[src/rtl/cga_alu_seq_ralu.sv]
// Registered CGA RALU: single-cycle add/sub/logic, chained ADDC and an optional
// iterative shift-add multiply, all behind a START/BUSY/DONE handshake.
module cga_alu_seq_ralu #(
   parameter int WIDTH  = 16,
   parameter bit MUL_EN = 1'b1
) (
   input  logic             sysclk,
   input  logic             sys_rst,
   input  logic             START,
   input  logic [2:0]       OP,
   input  logic             CI,
   input  logic [WIDTH-1:0] R,
   input  logic [WIDTH-1:0] S,
   output logic             BUSY,
   output logic             DONE,
   output logic [WIDTH-1:0] F,
   output logic [WIDTH-1:0] MH,
   output logic             CRY,
   output logic             OVF,
   output logic             SGR,
   output logic             ZF
);

   localparam int CW  = $clog2(WIDTH);
   localparam int MSB = WIDTH - 1;

   localparam logic [2:0] OP_ADD  = 3'b000;
   localparam logic [2:0] OP_SUB  = 3'b001;
   localparam logic [2:0] OP_AND  = 3'b010;
   localparam logic [2:0] OP_OR   = 3'b011;
   localparam logic [2:0] OP_XOR  = 3'b100;
   localparam logic [2:0] OP_NOTR = 3'b101;
   localparam logic [2:0] OP_MUL  = 3'b110;
   localparam logic [2:0] OP_ADDC = 3'b111;

   typedef enum logic {
      ST_IDLE,
      ST_MUL
   } state_t;

   state_t               state;
   logic [CW-1:0]        count;
   logic [WIDTH-1:0]     mcand;
   logic [2*WIDTH-1:0]   prod;

   logic [WIDTH-1:0]     op_a;
   logic                 carry_in;
   logic [WIDTH:0]       sum;
   logic                 is_arith;
   logic                 maj;
   logic [WIDTH-1:0]     res_f;
   logic                 res_cry;
   logic                 res_ovf;
   logic                 res_sgr;
   logic                 res_zf;

   logic [WIDTH:0]       addend;
   logic [WIDTH:0]       mul_sum;
   logic [2*WIDTH-1:0]   next_prod;
   logic                 start_mul;

   // Single-cycle datapath; ADDC chains through the registered CRY and ZF.
   always_comb begin
      op_a     = (OP == OP_SUB) ? ~R : R;
      carry_in = 1'b0;
      case (OP)
         OP_ADD, OP_SUB: carry_in = CI;
         OP_ADDC:        carry_in = CRY;
         default:        carry_in = 1'b0;
      endcase
      sum      = {1'b0, op_a} + {1'b0, S} + {{WIDTH{1'b0}}, carry_in};
      is_arith = (OP == OP_ADD) || (OP == OP_SUB) || (OP == OP_ADDC);

      res_f = sum[WIDTH-1:0];
      case (OP)
         OP_AND:  res_f = R & S;
         OP_OR:   res_f = R | S;
         OP_XOR:  res_f = R ^ S;
         OP_NOTR: res_f = ~R;
         OP_MUL:  res_f = '0;
         default: res_f = sum[WIDTH-1:0];
      endcase

      maj     = (op_a[MSB] & S[MSB]) | (op_a[MSB] & res_f[MSB]) | (S[MSB] & res_f[MSB]);
      res_cry = is_arith & sum[WIDTH];
      res_ovf = is_arith & (op_a[MSB] == S[MSB]) & (res_f[MSB] != op_a[MSB]);
      res_sgr = (OP != OP_MUL) & ~maj;
      res_zf  = (res_f == '0) & ((OP == OP_ADDC) ? ZF : 1'b1);
   end

   // One shift-add step: the multiplier occupies the low half of prod and is
   // consumed LSB first while the partial product grows in from the top.
   always_comb begin
      addend    = prod[0] ? {1'b0, mcand} : '0;
      mul_sum   = {1'b0, prod[2*WIDTH-1:WIDTH]} + addend;
      next_prod = {mul_sum, prod[WIDTH-1:1]};
      start_mul = MUL_EN && (OP == OP_MUL);
   end

   // Control FSM; results and flags are only written on the DONE cycle.
   always_ff @(posedge sysclk or posedge sys_rst) begin
      if (sys_rst) begin
         state <= ST_IDLE;
         count <= '0;
         mcand <= '0;
         prod  <= '0;
         BUSY  <= 1'b0;
         DONE  <= 1'b0;
         F     <= '0;
         MH    <= '0;
         CRY   <= 1'b0;
         OVF   <= 1'b0;
         SGR   <= 1'b0;
         ZF    <= 1'b0;
      end else begin
         DONE <= 1'b0;
         case (state)
            ST_IDLE: begin
               if (START) begin
                  if (start_mul) begin
                     mcand <= R;
                     prod  <= {{WIDTH{1'b0}}, S};
                     count <= '0;
                     BUSY  <= 1'b1;
                     state <= ST_MUL;
                  end else begin
                     F    <= res_f;
                     MH   <= '0;
                     CRY  <= res_cry;
                     OVF  <= res_ovf;
                     SGR  <= res_sgr;
                     ZF   <= res_zf;
                     DONE <= 1'b1;
                  end
               end
            end
            ST_MUL: begin
               prod  <= next_prod;
               count <= count + CW'(1);
               if (count == CW'(WIDTH - 1)) begin
                  F     <= next_prod[WIDTH-1:0];
                  MH    <= next_prod[2*WIDTH-1:WIDTH];
                  CRY   <= 1'b0;
                  OVF   <= |next_prod[2*WIDTH-1:WIDTH];
                  SGR   <= 1'b0;
                  ZF    <= ~|next_prod;
                  DONE  <= 1'b1;
                  BUSY  <= 1'b0;
                  state <= ST_IDLE;
               end
            end
            default: state <= ST_IDLE;
         endcase
      end
   end

endmodule

[config.mk]
export PLATFORM = sky130hd
export DESIGN_NAME = cga_alu_seq_ralu
export DESIGN_NICKNAME = d
export VERILOG_FILES = /design/src/rtl/cga_alu_seq_ralu.sv
export SDC_FILE = /design/constraint.sdc
export NUM_CORES = 1
export LEC_CHECK = 0
export ABC_AREA = 1
export ABC_CLOCK_PERIOD_IN_PS = 8500
export CAP_MARGIN = 20
export CORE_UTILIZATION = 56
export CTS_CLUSTER_SIZE = 10
export DETAILED_ROUTE_END_ITERATION = 7
export GPL_TIMING_DRIVEN = 0
export PLACE_DENSITY_LB_ADDON = 0.1
export SKIP_LAST_GASP = 1
export SLEW_MARGIN = 10
export SYNTH_ARGS = -nofsm -noshare
export SYNTH_HDL_FRONTEND = slang
export SYNTH_SLANG_ARGS = --single-unit
[constraint.sdc]
create_clock -name sysclk -period 8.5 [get_ports sysclk]
set_input_delay 1.7 -clock sysclk [delete_from_list [all_inputs] [get_ports sysclk]]
set_output_delay 1.7 -clock sysclk [all_outputs]
set_load 0.01 [all_outputs]
Word-level counts from Yosys, hierarchy flattened

Index checks and enable logic that the tools add are counted.

Register bits: 91
Bits in latches: 0
Memory bits (writable): 0
ROM bits: 0
Input bits: 39
Logic and storage cells: 104
Memories: 0

Add/subtract/negate cells: 4
Multiply operators: 0
Div/mod/pow operators: 0
$lt $le $gt $ge: 0
Equal/unequal tests: 15
Shift operators: 0
Multiplexer cells: 45
Bitwise logic cells: 16
Reduce and logical (&&, ||, !) cells: 12

Operators with widths:

| kind                  | number |
|---|---|
| $mux W16              | 8 |
| $pmux W16 S5          | 1 |
| $mux W32              | 2 |
| $pmux W16 S2          | 2 |
| $pmux W32 S2          | 1 |
| $add A16 B16 Y17      | 2 |
| $reduce_or A32 Y1     | 1 |
| $mux W1               | 20 |
| $add A17 B1 Y17       | 1 |
| $and A16 B16 Y16      | 1 |
| $logic_not A16 Y1     | 1 |
| $not A16 Y16          | 1 |
| $or A16 B16 Y16       | 1 |
| $pmux W1 S2           | 8 |
| $reduce_or A16 Y1     | 1 |
| $xor A16 B16 Y16      | 1 |
| $eq A3 B3 Y1 const B  | 4 |
| $reduce_and A3 Y1     | 3 |
| $and A1 B1 Y1         | 8 |
| $mux W4               | 2 |
| $pmux W4 S2           | 1 |
| $eq A3 B2 Y1 const B  | 2 |
| $ne A2 B2 Y1 const B  | 3 |
| $add A4 B1 Y4 const B | 1 |
| other kinds (13)      | 16 |

Logic depth before layout (Yosys ltp)

Gate-level depths: netlist (run 1).

Depth after elaboration: 13
Mapped depth: 22
Depth with buffers taken out: 22

Worst setup path after synthesis (run 1)

OpenSTA, ideal clock, no wires.

Path kind: input to register
Start: input port OP[0]
End: register OVF
Setup time: 118 ps
Arrival time: 4,054 ps
Data required time: 8,382 ps
Setup slack: 4,328 ps
Cell stages on the path: 19
Path buffers: 1
Cell sequence: inv_1 -> nor2_1 -> nand2_1 -> buf_2 -> xor2_1 -> ha_1 -> nand2_1 -> inv_1 -> a21oi_1 -> nand2_1 -> nand2_1 -> nand3_1 -> nand3_1 -> nand2_1 -> ha_1 -> nand3_1 -> nand2_1 -> a21oi_1 -> nor2_1

Longest elaborated chain between the ends: 10
Elaborated cells between the ends (all ways): 25

Ends and longest elaborated chain:

| element                                          | line       | source |
|---|---|---|
| start: declaration                               | 10         | `input logic [2:0] OP,` |
| $eq A3 B1 Y1 or $logic_not A3 Y1 (tied branches) | 64, 66, 72 |  |
| $mux W16 or $reduce_or A2 Y1 (tied branches)     | 64, 66     |  |
| $add A16 B16 Y17 or $pmux W1 S2 (tied branches)  | 71, 66     |  |
| $add A17 B1 Y17                                  | 71         | `sum = {1'b0, op_a} + {1'b0, S} + {{WIDTH{1'b0}}, carry_in};` |
| $pmux W16 S5                                     | 75         | `case (OP)` |
| $ne A1 B1 Y1                                     | 86         | `res_ovf = is_arith & (op_a[MSB] == S[MSB]) & (res_f[MSB] != op_a[MSB]);` |
| $and A1 B1 Y1                                    | 86         |  |
| $mux W1                                          | 120        | `if (start_mul) begin` |
| $mux W1                                          | 119        | `if (START) begin` |
| $pmux W1 S2                                      | 117        | `case (state)` |
| end signal: assignment                           | 130        | `OVF <= res_ovf;` |
| end signal: assignment                           | 144        | `OVF <= \|next_prod[2*WIDTH-1:WIDTH];` |
| end: declaration                                 | 19         | `output logic OVF,` |

Several ways; a longest one is shown, not always the timed one. The select of a mux whose other input is x is not followed.
A chain may end at the register's enable or synchronous reset.

Worst setup path in the final report (run 1)

Same ends and word-level chain as after synthesis.

==> results of run 1 <==
==> power groups by stage <==
stage	clock network, mW	registers, mW	logic, mW
after global placement	0	0.726	1.02
final	0.378	0.728	1.06
after CTS	0.379	0.726	1.05
after global routing	0.395	0.745	1.18
after detailed placement	0	0.729	1.04
after floorplan	0	0.738	0.636
==> synthesized netlist by cell type, types with 3 or more instances <==
cell        n  share of area [%]
buf_2       7               0.51
nand2_1   309                 17
nor3_1      7               0.51
fa_1        3               0.87
a31oi_1    15                1.4
xor2_1     18                2.3
nand4_1     8               0.72
inv_2       3               0.16
ha_1       65                 12
nor2_1     90                4.9
o21ai_0    66                4.8
nand3b_1    9               0.98
o221ai_1   14                1.8
nand3_1    66                4.8
o211ai_1    5               0.54
xnor2_1     3               0.38
inv_1     143                7.8
clkbuf_1   18               0.98
dfrtp_1    91                 33
a21oi_1    31                2.2
==> metrics by stage <==
stage	instances	instance area (µm²)
final	1240	8180
after detailed placement	1224	7900
after floorplan	1000	6920
after global placement	1223	7870
after CTS	1240	8180
after global routing	1240	8180
==> metal layers <==
metal	part of all wire [%]	vias to the layer above	track usage (%)
met5	0	-	0
met4	3.0	0	11.6
met3	4.6	41	4.77
met2	48	190	53.3
met1	44	3086	39.5
li1	-	3415	-
==> layout make-up <==
| cell class | instances | area share [%] |
|---|---|---|
| Buffer | 29 | 1.62 |
| Sequential cell | 91 | 27.8 |
| Inverter | 147 | 6.78 |
| Tap cell | 147 | 2.25 |
| Clock buffer | 13 | 3.18 |
| Clock inverter | 3 | 0.275 |
| Timing Repair Buffer | 77 | 9.64 |
| Multi-Input combinational cell | 733 | 48.4 |
==> how the worst min path moves through the flow <==
stage / start / end / slack (ps) / depth (start not counted)
5_1_grt: MH[10] / MH[10] / 500 / 2
3_3_place_gp: count[3] / count[3] / 460 / 1
2_1_floorplan: count[3] / count[3] / 440 / 1
3_5_place_dp: F[14] / F[14] / 470 / 2
6_report: MH[4] / MH[4] / 480 / 2
4_1_cts: F[14] / F[14] / 480 / 2
==> cells by family after synthesis <==
family,after synthesis
compound gates,148
buf+inv,176
fa+ha+maj,68
simple gates,496
flops,91
xor+xnor,21
==> state kept, by name, summed over array words and instances (netlist names), 4 cells and up <==
name	cells
F	16
MH	16
count	4
mcand	16
prod	32
==> cell usage in the layout (no fill, tap or decap), types with 3 or more instances in the layout <==
cell type and n:
clkbuf_16 9, nand3_1 66, clkinvlp_4 3, o211ai_1 5, xor2_1 18, ha_1 65, nand4_1 8, buf_2 7
a31oi_1 15, o21ai_0 66, dfrtp_1 91, clkdlybuf4s50_1 76, fa_1 3, clkbuf_1 20, inv_1 142, o221ai_1 14
nor2_1 90, inv_2 3, a21oi_1 31, nand3b_1 9, nand2_1 309, nor3_1 7, xnor2_1 3
==> tightest hold or removal path, cell delays in order (launching register included) <==
cell and delay [ps]:
dfrtp_1 340, nand2_1 50, o21ai_0 50
==> results.json, run 1 <==
{
  "synth-edff-count": 0,
  "required_ps": 8740,
  "fin_skew_ps": 4.42,
  "clock.fmax_mhz": 201,
  "final.setup.worst_slack_ps": 3520,
  "seqPwrFrac_pct": 33.6,
  "grt_max_degree": 67,
  "drt-total-wl_mm": 18.9,
  "crit_path_end_kind": "flip-flop",
  "synthToLayoutAreaGrowth_pct": 18.2,
  "pre_cts_ws_ps": 3210,
  "grt_pass1_vias": 6540,
  "cp_max_fo": 10,
  "ir_drop_uv": 105,
  "first_pass_iters": 5,
  "setup_tns_ps": 0,
  "hold_class": "reg2reg",
  "io_pins": 77,
  "hpwl_mm": 15.2,
  "cts_buffers": 9,
  "fp-row-count": 40,
  "synth_fa_ha_area_share_pct": 12.6,
  "hold_slack_ps": 478,
  "clkLatencyLatePin_ps": 350,
  "finalHoldViolations": 0,
  "drv_cap": 0,
  "regArea_mm2": 0.00228,
  "grt_usage_pct": 31.1,
  "cp.depth": 20,
  "cts_tree": "built",
  "syn_inst": 1000,
  "power_frac_comb_pct": 48.9,
  "layout_worst_path_cycle_share_pct": 58.6,
  "grt_antenna_before_repair": 0,
  "cts_hold_buffers": 0,
  "crit_family": "simple AND/OR/NAND/NOR gates",
  "p_sw_share_pct": 42.3,
  "power_switching_mw": 0.915,
  "cts_max_path_buffers": 2,
  "htreeDepth": 3,
  "cpPeakStageDelay_ps": 550,
  "place_congestion": 0.934,
  "final_util_pct": 68.1,
  "syn_nets": 1107,
  "power_leakage_nw": 4.32,
  "path_class": "in2reg",
  "powerDensity_mw_per_mm2": 264,
  "synthDistinctLibCells": 42,
  "die_w_um": 113,
  "insertedDiodeCount": 0,
  "finalPower_mw": 2.16,
  "viasPerCell": 5.43,
  "r2r_cells": 14,
  "drc": 0,
  "die_area_mm2": 0.0128,
  "drive_above_1_share_pct": 3.20,
  "crit_top_cell": "nand2_1",
  "post_cts_buffers": 0,
  "worstSetupStartpoint": "OP[0]",
  "synth_top_family_by_area": "simple AND/OR/NAND/NOR gates",
  "netlist_area_mm2": 0.00692,
  "period_minus_slack_ps": 4980,
  "routedWlPerCell_um": 15.2,
  "ys_warn_count": 0,
  "setup_viol": 0,
  "io_buffers": 76,
  "clkSlewWorstSetupHoldPaths_ps": 60,
  "cts_root_buf": "clkbuf_16",
  "regToRegSetupSlack_ps": 5350,
  "synth_xor_area_share_pct": 2.66,
  "seq_area_frac_synth_pct": 32.9,
  "intPower_mw": 1.25,
  "synthMuxAreaShare_pct": 0,
  "crit_slowest_cell": "clkdlybuf4s50_1",
  "multi_input_area_mm2": 0.00396,
  "async_flop_share_pct": 100,
  "status": "complete, no violations",
  "drtAntennaViolNets": 0,
  "cp.arrival_ps": 5220,
  "fillers": 1071,
  "synth-seq-cells": 91,
  "path_buf_inv": 4,
  "startpoint_type": "primary input",
  "reg2reg_from": "prod[0]",
  "core_area_mm2": 0.0120,
  "tightest_slew_ps": 672,
  "grt_pass1_wl_mm": 31.2,
  "cp-endpoint": "OVF",
  "p_clk_share_pct": 17.5,
  "initialDrtViolationCount": 537,
  "via_count": 6732,
  "grt_overflow": 0,
  "timing.rr.end": "OVF",
  "cts.sinks": 91,
  "report.final.slew_viol_count": 0,
  "ctsResizeCount": 0,
  "synth.avg_cell_area_um2": 6.92,
  "synth-simple-area-share_pct": 29.3,
  "max_slew_margin_pct": 54.9,
  "grt_setup_unrepaired": "no",
  "worstPathCellList": "clkdlybuf4s50_1, inv_1, nor2_1, nand2_1, buf_2, xor2_1, ha_1, nand2_1, inv_1, a21oi_1, nand2_1, nand2_1, nand3_1, nand3_1, nand2_1, ha_1, nand3_1, nand2_1, a21oi_1, nor2_1",
  "nets": 1195,
  "die_h_um": 113,
  "synth_compound_area_share_pct": 12.6,
  "yosys_most_used_dff": "dfrtp_1",
  "start_util_pct": 57.6
}
Power figures use the tool's default switching activity.
==> run 2, diff against run 1 <==
Settings changed: ABC_CLOCK_PERIOD_IN_PS 8500 to 4200, CORE_UTILIZATION 56 to 52.
Clock period 8.5 ns to 4.2 ns, I/O delays scaled along.
==> run 2 against run 1 <==
  * Combinational power rose by 100%
  * Total power rose by 100%
  * Sequential cell count did not move
==> results.json, run 2 (synthesized netlist as in run 1, its figures left out) <==
{
  "grt_usage_pct": 29.6,
  "fp-row-count": 41,
  "cts_root_buf": "clkbuf_16",
  "fin_skew_ps": 6.34,
  "die_area_mm2": 0.0138,
  "layout_commonest_cell": "nand2_1",
  "final_util_pct": 64.4,
  "cp_max_fo": 6,
  "core_area_mm2": 0.0128,
  "first_pass_iters": 5,
  "drtAntennaViolNets": 0,
  "hp-start": "MH[5]",
  "start_util_pct": 54.0,
  "via_count": 6775,
  "powerDensity_mw_per_mm2": 537,
  "htreeDepth": 3,
  "clkLatencyLatePin_ps": 350,
  "place_congestion": 0.949,
  "crit_path_end_kind": "flip-flop",
  "hold_class": "reg2reg",
  "max_slew_margin_pct": 52.6,
  "grt_setup_unrepaired": "no",
  "setup_tns_ps": 0,
  "status": "complete, no violations",
  "cts_buffers": 9,
  "period_minus_slack_ps": 3920,
  "grt_pass1_vias": 6609,
  "io_buffers": 76,
  "finalHoldViolations": 0,
  "final_cell_mix": "308 x nand2_1, 142 x inv_1, 91 x dfrtp_1",
  "largest_reg_flops": 32,
  "drt-total-wl_mm": 19.3,
  "drive_above_1_share_pct": 3.65,
  "path_class": "in2reg",
  "grt_pass1_wl_mm": 32.5,
  "layout_worst_path_cycle_share_pct": 93.4,
  "initialDrtViolationCount": 488,
  "die_w_um": 117,
  "drc": 0,
  "viasPerCell": 5.34,
  "synthToLayoutAreaGrowth_pct": 19.3,
  "clock.fmax_mhz": 255,
  "die_h_um": 117,
  "io_pins": 77,
  "cp.arrival_ps": 4150,
  "power_leakage_nw": 4.34,
  "startpoint_type": "primary input",
  "cts_max_path_buffers": 2,
  "grt_max_degree": 59,
  "hpwl_mm": 15.7,
  "fillers": 1243,
  "cts.sinks": 91,
  "regMostFlops": "prod",
  "insertedDiodeCount": 0,
  "routedWlPerCell_um": 15.3,
  "nets": 1198,
  "ir_drop_uv": 222,
  "report.final.slew_viol_count": 0,
  "setup_viol": 0,
  "clkSlewWorstSetupHoldPaths_ps": 60,
  "hold_slack_ps": 480,
  "tightest_slew_ps": 711,
  "required_ps": 4430,
  "cts_tree": "built",
  "drv_cap": 0,
  "worstSetupStartpoint": "OP[0]",
  "reg2reg_from": "prod[0]",
  "grt_antenna_before_repair": 0,
  "grt_overflow": 0
}
## run 2: final cells by class
| cell class | count | area [µm²] | area share (%) |
|---|---|---|---|
| flip-flops and latches | 91 | 2280 | 27.6 |
| repair buffers | 80 | 811 | 9.82 |
| inverters | 147 | 554 | 6.71 |
| plain buffers | 29 | 135 | 1.64 |
| clock inverters | 4 | 50.0 | 0.606 |
| multi-input cells | 733 | 3970 | 48.1 |
| clock buffers | 12 | 246 | 2.99 |
| well taps | 172 | 215 | 2.61 |
## run 2: critical path, cell delays in order
cell             delay (ps)
clkdlybuf4s50_1         540
inv_1                    90
nor2_1                  160
nand2_2                 150
xor2_1                  190
fa_1                    190
inv_1                    90
fa_1                    450
nand2_1                  80
nand2_1                 110
nand3_1                 150
nand2_1                 100
a21oi_1                 250
inv_1                    70
nand2_1                  60
nand3_1                  90
nand2_1                 120
nor2_1                   50
nand3_1                 120
nand2_1                  60
nand2_1                 120
nand2_1                  70
## run 2: routing by layer
metal / track usage (%) / vias up / routed length, µm
met5: 0 / - / 0
met4: 13.6 / 0 / 713
met3: 2.09 / 43 / 686
met2: 50.4 / 184 / 9210
met1: 38.5 / 3150 / 8730
li1: - / 3398 / -
## run 2: final timing paths
path / to / slack [ps] / cells past startpoint
worst max-delay path: ZF / 280 / 22
worst min-delay path: MH[5] / 480 / 2
worst max register to register: OVF / 910 / 15
worst min register to register: MH[5] / 480 / 2
max in group asynchronous: prod[29] / 2700 / 3
min in group asynchronous: MH[1] / 860 / 2
## run 2: what timing repair did
item / in CTS / in global routing
endpoints found under the setup margin: 0 / 3
setup buffers: 0 / 3
hold buffers: 0 / 0
gates resized for setup: 0 / 4
## run 2: report_power, final
part	internal [mW]	leakage, nW	switching [mW]
clock	0.477	0.139	0.347
combinational	0.846	3.04	1.30
sequential	1.25	1.16	0.218
total	2.57	4.34	1.86
## run 2: stage by stage
step                      total power [mW]  area, µm²  instances  worst slack (ps)
final                                 4.43       8260       1268               278
after global routing                  4.78       8260       1268              15.3
after CTS                             4.43       8230       1265               147
after detailed placement              3.61       7930       1249              -212
after global placement                3.56       7900       1248              -384
after floorplan                       2.78       6920       1000               888
==> run 3, diff against run 2 <==
Settings changed: CAP_MARGIN 20 to 25, CORE_MARGIN set to 1.5.
==> run 3 against run 2 <==
  * Critical endpoint is now OVF
  * Total power grew 1.0%
  * Clock skew down 2.8 ps
  * Die area is 1.7% higher
  * Combinational power about the same
==> results.json, run 3 (synthesized netlist as in run 1, its figures left out) <==
{
  "place_congestion": 0.939,
  "startpoint_type": "primary input",
  "max_slew_margin_pct": 53.4,
  "start_util_pct": 54.0,
  "fillers": 1225,
  "cts_tree": "built",
  "cts_hold_buffers": 0,
  "met3_usage_pct": 2.46,
  "layout_worst_path_cycle_share_pct": 95.1,
  "hpwl_mm": 15.6,
  "fin_cells": 1269,
  "regToRegSetupSlack_ps": 1010,
  "clkLatencyLatePin_ps": 340,
  "first_pass_iters": 5,
  "fin_skew_ps": 3.50,
  "grt_use_met2_pct": 48.9,
  "report.final.slew_viol_count": 0,
  "power_frac_comb_pct": 47.7,
  "tightest_slew_ps": 699,
  "grt.met1_usage_pct": 36.6,
  "insertedDiodeCount": 0,
  "regMostFlops": "prod",
  "status": "complete, no violations",
  "power_leakage_nw": 4.36,
  "timing.rr.end": "OVF",
  "via_count": 6709,
  "seqPwrFrac_pct": 32.7,
  "p_clk_share_pct": 19.6,
  "nets": 1200,
  "cp.arrival_ps": 4230,
  "cpPeakStageDelay_ps": 540,
  "powerDensity_mw_per_mm2": 540,
  "grt_pass1_wl_mm": 31.3,
  "cts_root_buf": "clkbuf_16",
  "reg2reg_from": "prod[0]",
  "finalPower_mw": 4.48,
  "drtAntennaViolNets": 0,
  "crit_top_cell": "nand2_1",
  "setup_viol": 0,
  "cts_max_path_buffers": 2,
  "r2r_cells": 15,
  "placedCellCount": 1249,
  "drc": 0,
  "die_h_um": 118,
  "cp-endpoint": "OVF",
  "hold_class": "reg2reg",
  "layout_commonest_cell": "nand2_1",
  "drive_above_1_share_pct": 4.10,
  "synthToLayoutAreaGrowth_pct": 19.8,
  "viasPerCell": 5.29,
  "cts_buffers": 9,
  "die_area_mm2": 0.0140,
  "fp-row-count": 41,
  "worstSetupStartpoint": "OP[0]",
  "grt_antenna_before_repair": 0,
  "p_sw_share_pct": 41.3,
  "required_ps": 4430,
  "hold_slack_ps": 481,
  "initialDrtViolationCount": 545,
  "clkSlewWorstSetupHoldPaths_ps": 60,
  "io_buffers": 76,
  "path_class": "in2reg",
  "cts.sinks": 91,
  "period_minus_slack_ps": 3990,
  "drv_cap": 0,
  "grt_max_degree": 49,
  "worstPathCellList": "clkdlybuf4s50_1, inv_1, nor2_1, nand2_2, buf_4, xor2_1, ha_1, nand2_1, inv_1, a21oi_1, nand2_1, nand2_1, nand3_1, nand3_1, nand2_1, ha_1, nand3_1, nand2_1, a21oi_1, nor2_1",
  "ir_drop_uv": 230,
  "cp_max_fo": 10,
  "finalHoldViolations": 0,
  "power_switching_mw": 1.85,
  "grt_usage_pct": 28.2,
  "crit_path_end_kind": "flip-flop",
  "crit_slowest_cell": "clkdlybuf4s50_1",
  "core_area_mm2": 0.0128,
  "intPower_mw": 2.63,
  "final_cell_mix": "308 x nand2_1, 141 x inv_1, 91 x dfrtp_1",
  "largest_reg_flops": 32,
  "clock.fmax_mhz": 250,
  "drt-total-wl_mm": 19.2,
  "grt_pass1_vias": 6347,
  "grt_overflow": 0,
  "io_pins": 77,
  "htreeDepth": 3,
  "gr-max-usage-layer": "met2",
  "die_w_um": 118,
  "routedWlPerCell_um": 15.1
}
==> run 3: cell count changes in the layout (fill, tap and decap cells not counted), sizes merged <==
cell and change:
clkbuf -2, buf +2, clkinv +1, clkinvlp -1
bufinv +1
==> run 3: area by class of cell <==
cell class / instances / area (µm²) / area share (%)
buffer: 29 / 135 / 1.63
multi-input combinational: 733 / 3970 / 47.9
inverter: 147 / 554 / 6.68
timing repair buffer: 82 / 826 / 9.96
clock inverter: 5 / 77.6 / 0.935
tap: 172 / 215 / 2.59
clock buffer: 10 / 239 / 2.88
sequential: 91 / 2280 / 27.5
==> run 3: worst max-delay path: cells and delay by family <==
kind	cells	cell delay, ps
simple gates	11	1320
buf+inv	4	910
xor+xnor	1	150
fa+ha+maj	2	640
compound gates	2	360
==> run 3: layer usage <==
metal	part of all wire, %	up-vias
met5	0	-
met4	2.6	0
met3	4.0	30
met2	49	165
met1	45	3103
li1	-	3411
==> run 3: stage by stage <==
step	setup TNS (ps)	setup WS [ps]	util [%]	cell area, µm²
floorplan	0	888	-	6920
global placement	-35420	-388	61.6	7900
detailed placement	-554	-252	61.8	7930
CTS	0	53.6	64.3	8250
global route	-6.25	-6.25	64.7	8290
finish	0	207	64.7	8290
==> run 3: how the worst min path moves through the flow <==
stage	from	endpoint	slack, ps	cells past startpoint
after floorplan	count[3]	count[3]	440	1
after global placement	MH[8]	MH[8]	460	2
after detailed placement	MH[4]	MH[4]	470	2
after CTS	count[3]	count[3]	480	1
after global routing	MH[4]	MH[4]	500	2
final	MH[1]	MH[1]	480	2
==> run 3: power by group through the flow <==
stage	Clock (mW)	Sequential (mW)	Combinational, mW
6_report	0.878	1.46	2.14
5_1_grt	0.921	1.51	2.39
4_1_cts	0.875	1.46	2.13
3_5_place_dp	0	1.47	2.11
3_3_place_gp	0	1.47	2.09
2_1_floorplan	0	1.49	1.29
==> run 3: timing repair <==
action | in CTS | in global routing
resized for setup | 0 | 6
buffers inserted | 0 | 5
endpoints found under the hold margin | 0 | 0
endpoints found under the setup margin | 0 | 3
